--- src/rtl/cpu_pkg.sv ---
// Shared constants and types for the writeback / register-file slice of the CPU.
package cpu_pkg;

    localparam int XLEN   = 32;
    localparam int NREG   = 32;
    localparam int REG_AW = 5;

    localparam logic [REG_AW-1:0] REG_ZERO = 5'd0;

    typedef logic [REG_AW-1:0] reg_idx_t;
    typedef logic [XLEN-1:0]   word_t;

    // True when a writeback actually lands in the architectural state.
    function automatic logic is_commit(input logic we, input reg_idx_t rd);
        return we && (rd != REG_ZERO);
    endfunction

endpackage

--- src/rtl/regfile_2r1w.sv ---
// General-purpose register array: one write port, two combinational read ports,
// async clear, register 0 hardwired to zero.
module regfile_2r1w #(
    parameter int  NREG = cpu_pkg::NREG,
    parameter int  XLEN = cpu_pkg::XLEN,
    localparam int AW   = $clog2(NREG)
) (
    input  logic            clk,
    input  logic            rst,
    input  logic            we,
    input  logic [AW-1:0]   waddr,
    input  logic [XLEN-1:0] wdata,
    input  logic [AW-1:0]   raddr_a,
    input  logic [AW-1:0]   raddr_b,
    output logic [XLEN-1:0] rdata_a,
    output logic [XLEN-1:0] rdata_b
);

    logic [XLEN-1:0] regs [NREG];

    always_ff @(posedge clk or posedge rst) begin
        if (rst) begin
            for (int i = 0; i < NREG; i++) begin
                regs[i] <= '0;
            end
        end else if (we && (waddr != '0)) begin
            regs[waddr] <= wdata;
        end
    end

    // Entry 0 is never written, but the read mux forces zero so the rule holds
    // independently of the array contents.
    assign rdata_a = (raddr_a == '0) ? '0 : regs[raddr_a];
    assign rdata_b = (raddr_b == '0) ? '0 : regs[raddr_b];

endmodule

--- src/rtl/wb_regfile.sv ---
// Writeback stage: result select, register-file commit, decode read ports and commit counter.
// Define WB_BYPASS_EN to make a same-cycle commit visible on the read ports (write-before-read).
module wb_regfile #(
    parameter int  NREG  = cpu_pkg::NREG,
    parameter int  XLEN  = cpu_pkg::XLEN,
    parameter int  CNT_W = 32,
    localparam int AW    = $clog2(NREG)
) (
    input  logic             clk,
    input  logic             rst,
    input  logic [AW-1:0]    wb_rrwrite,
    input  logic             wb_memtoreg,
    input  logic             wb_regwrite,
    input  logic [XLEN-1:0]  wb_alu_out,
    input  logic [XLEN-1:0]  wb_memory_read,
    input  logic [AW-1:0]    rs_addr,
    input  logic [AW-1:0]    rt_addr,
    output logic [XLEN-1:0]  rs_data,
    output logic [XLEN-1:0]  rt_data,
    output logic [XLEN-1:0]  wb_write_data,
    output logic [CNT_W-1:0] commit_count
);

    logic            commit;
    logic [XLEN-1:0] rs_array;
    logic [XLEN-1:0] rt_array;

    assign wb_write_data = wb_memtoreg ? wb_memory_read : wb_alu_out;
    assign commit        = wb_regwrite && (wb_rrwrite != '0);

    regfile_2r1w #(
        .NREG (NREG),
        .XLEN (XLEN)
    ) u_regs (
        .clk     (clk),
        .rst     (rst),
        .we      (wb_regwrite),
        .waddr   (wb_rrwrite),
        .wdata   (wb_write_data),
        .raddr_a (rs_addr),
        .raddr_b (rt_addr),
        .rdata_a (rs_array),
        .rdata_b (rt_array)
    );

`ifdef WB_BYPASS_EN
    // Reset gates the bypass so reads stay zero while rst is held.
    assign rs_data = (!rst && commit && (rs_addr == wb_rrwrite)) ? wb_write_data : rs_array;
    assign rt_data = (!rst && commit && (rt_addr == wb_rrwrite)) ? wb_write_data : rt_array;
`else
    assign rs_data = rs_array;
    assign rt_data = rt_array;
`endif

    // Wraps naturally at 2^CNT_W.
    always_ff @(posedge clk or posedge rst) begin
        if (rst) begin
            commit_count <= '0;
        end else if (commit) begin
            commit_count <= commit_count + 1'b1;
        end
    end

endmodule

--- config.mk ---
export PLATFORM = sky130hd
export DESIGN_NAME = wb_regfile
export DESIGN_NICKNAME = d
export VERILOG_FILES = /design/src/rtl/cpu_pkg.sv /design/src/rtl/regfile_2r1w.sv /design/src/rtl/wb_regfile.sv
export SDC_FILE = /design/constraint.sdc
export NUM_CORES = 2
export LEC_CHECK = 0
export CELL_PAD_IN_SITES_DETAIL_PLACEMENT = 0
export CELL_PAD_IN_SITES_GLOBAL_PLACEMENT = 1
export CORE_MARGIN = 2
export CORE_UTILIZATION = 45
export CTS_CLUSTER_DIAMETER = 30
export CTS_CLUSTER_SIZE = 8
export DETAILED_ROUTE_END_ITERATION = 7
export GPL_TIMING_DRIVEN = 0
export PLACE_DENSITY = 0.86
export SETUP_SLACK_MARGIN = 0.4
export SLEW_MARGIN = 40
export SYNTH_ARGS = -nofsm -noshare
export SYNTH_HDL_FRONTEND = slang
export SYNTH_SLANG_ARGS = --single-unit
--- constraint.sdc ---
create_clock -name clk -period 57.3 [get_ports clk]
set_clock_uncertainty 0.15 [all_clocks]
set_input_delay 17.19 -clock clk [delete_from_list [all_inputs] [get_ports clk]]
set_output_delay 17.19 -clock clk [all_outputs]
set_load 0.005 [all_outputs]
==> results.md <==
* Core Util, Final at 0.559
* CP arrival at 21590 ps
* Area Growth Syn to Fin at 23.4%
* #FFs+latches synth at 1056
* TritonRoute pass-1 iters at 7
* Mapped Nets at 5006
* Cells after DPL at 6744
* CP startpoint kind: input port
* Max Clock Freq at 25.7 MHz
* FILL cells at 10200
* Number of port buffers at 196
* Final setup fails at 0
* First-pass GRT wire length at 323 mm
* Pwr/cell area at 43.6 nW/um^2
* H-tree depth at 4
* Final hold violation count at 0
* Most frequent cells in the layout: dfrtp_1 (1056), nand2_1 (669), o21ai_0 (598), mux4_2 (448), nor2_1 (393)
* Hold_buf cts at 0
* Async set-reset flop share out of synthesis at 1.00
* CTS resizes at 0
* WL per Instance at 31.5 um
* CP Cell Sequence: clkdlybuf4s50_1 -> clkbuf_1 -> nor2b_1 -> clkbuf_1 -> a22oi_1 -> a311oi_2 -> clkdlybuf4s50_1
* GRT overflow at 0
* Non-Filler Instances at 7169
* Yosys warns at 0
* Sequential share of the synthesized area at 0.487
* Crit. End Element: output pin
* Starting Density at 0.453
* Slew @ Worst Pin at 957 ps
* Die W at 351 um
* R2R Setup Slk at 55180 ps
* Drt total wl at 226 mm
* Clock transition at path regs at 40 ps
* Unrepaired setup endpoints after global routing: no
* Slowest CP cell: nor2b_1
* WP data required at 39960 ps
* Max Root-Sink Buffers at 3
* Vias in the first global route at 47000
* Die ar. at 123000 um^2
* CTS root buffer: clkbuf_16
* Worst Path Max Fanout at 10
* Clock Latency Late Sink at 810 ps
* Pin count of the biggest net entering global routing at 82
* Post-synth EDFFs at 0
* Leak Pwr at 28.2 nW
* Unique masters post-synth at 56
* Reg2reg end: commit_count[22]$_DFFE_PP0P_
* Post-route cell area at 67000 um^2
* DP Area at 58900 um^2
* Relative slew slack at 0.358
* CP peak stage delay at 820 ps
* Most common cell after layout, fill and taps aside: dfrtp_1
* Ports at 211
* CP Class: in2out
* Register area at 26400 um^2
* Cells after Synth at 4922
* Final HPWL DP at 164 mm
* Setup Buffers After CTS at 0
* Vias post-DR at 47100
* WHS Path Cells at 1
* FP Rows at 127
* R2R depth at 6
* Initial antenna violation count at 12
* DR iter-0 viols at 6767
* Antenna-violating nets left at 0
* Fin crit share at 0.679
* Vias/cell at 6.57
* Sink Count at 1056
* Worst hold endpoint: commit_count[31]$_DFFE_PP0P_
* Die H at 351 um
* CP startpoint: rt_addr[3]
* Min-delay src: commit_count[31]$_DFFE_PP0P_
* Layout Nets at 5442
* Tmin final at 38930 ps
* Total GRT Usage at 0.366
* Worst hold path class: reg2reg
* Multi-input logic area at 25700 um^2
* CTS tree: yes
* Syn Area/Cell at 11.0 um^2
* R2R Path Start: commit_count[7]$_DFFE_PP0P_
* Core area at 120000 um^2
* Post-Syn Area at 54300 um^2
* Status: completed
* RD Place Congestion at 1.02
* Fin. max-slew vios at 0
* Ratio of cells with drive above 1 in the final layout at 0.211
* Max_cap viols at 0
* Max IR drop VDD at 27.8 uV
* # DRC at 0
* Primary FF master, synth: dfrtp_1
* Inserted Clock Buffers at 224
-- cell usage after synthesis (all sizes together) (8+ instances only) --
master	instances	share of area
a211oi	64	0.0089
a21oi	384	0.035
a221oi	44	0.0071
a22oi	64	0.0089
a311oi	64	0.010
buf	142	0.014
clkbuf	396	0.027
dfrtp	1056	0.49
inv	41	0.0028
mux2	65	0.013
mux2i	160	0.030
mux4	448	0.19
nand2	669	0.046
nand3	13	0.0013
nand3b	8	0.0011
nand4	10	0.0013
nor2	406	0.028
nor2b	68	0.0078
nor3	12	0.0019
o2111ai	21	0.0037
o21ai	716	0.066
xnor2	15	0.0024
xor2	16	0.0026
-- cell families after synthesis --
kind of cell | share of synthesized area
and+or+nand+nor | 0.0927
muxes | 0.229
adders and majority gates | 0.000231
buffers and inverters | 0.0443
DFF | 0.487
xor gates and xnor gates | 0.00500
AOI/OAI and AO/OA | 0.142
-- final cells by class --
type                            instances  share of cell area
Multi-Input combinational cell       3287               0.384
Tap cell                             1612              0.0301
Timing Repair Buffer                  210              0.0350
Inverter                               41             0.00241
Clock buffer                          290              0.0934
Sequential cell                      1056               0.395
Buffer                                538              0.0342
Clock inverter                        125              0.0257
Antenna cell                           10            0.000374
-- layer usage --
metal,track usage,vias to the layer above,part of all wire
met1,0.456,23700,0.36
met4,0.223,10,0.069
met5,0,-,0.00040
met3,0.159,807,0.15
met2,0.527,3694,0.43
li1,-,18900,-
-- metrics by stage --
| step | power, mW | setup TNS, ps | worst slack (ps) | hold slack, ps |
|---|---|---|---|---|
| 4_1_cts | 2.89 | 0 | 18690 | 324 |
| 3_3_place_gp | 1.51 | -2065620 | -2120 | 303 |
| 6_report | 2.92 | 0 | 18370 | 320 |
| 2_1_floorplan | 1.33 | 0 | 10240 | 291 |
| 5_1_grt | 3.01 | 0 | 18510 | 340 |
| 3_5_place_dp | 1.54 | 0 | 18730 | 311 |
-- how the worst max path moves through the flow --
stage | cells after the start | slack (ps) | end
final | 7 | 18370 | rt_data[12]
after global routing | 7 | 18510 | rt_data[12]
after CTS | 7 | 18690 | rt_data[8]
after detailed placement | 7 | 18730 | rt_data[8]
after global placement | 2 | -2120 | u_regs.regs[3]$_DFFE_PP0P_
after floorplan | 1 | 10240 | commit_count[0]$_DFFE_PP0P_
-- critical path: cells and delay by family --
kind / cells / cell delay [ps]
buffers and inverters: 4 / 2400
AOI/OAI and AO/OA: 2 / 1150
and+or+nand+nor: 1 / 820
-- report_power, final --
group	total, mW	switching (mW)	internal [mW]
clock	1.36	0.448	0.910
sequential	1.03	0.132	0.901
combinational	0.527	0.279	0.248
-- state kept, by name, summed over array words and instances (netlist names) --
register      count
commit_count     32
u_regs.regs    1024
No activity file was read; power rests on OpenSTA's default activity.
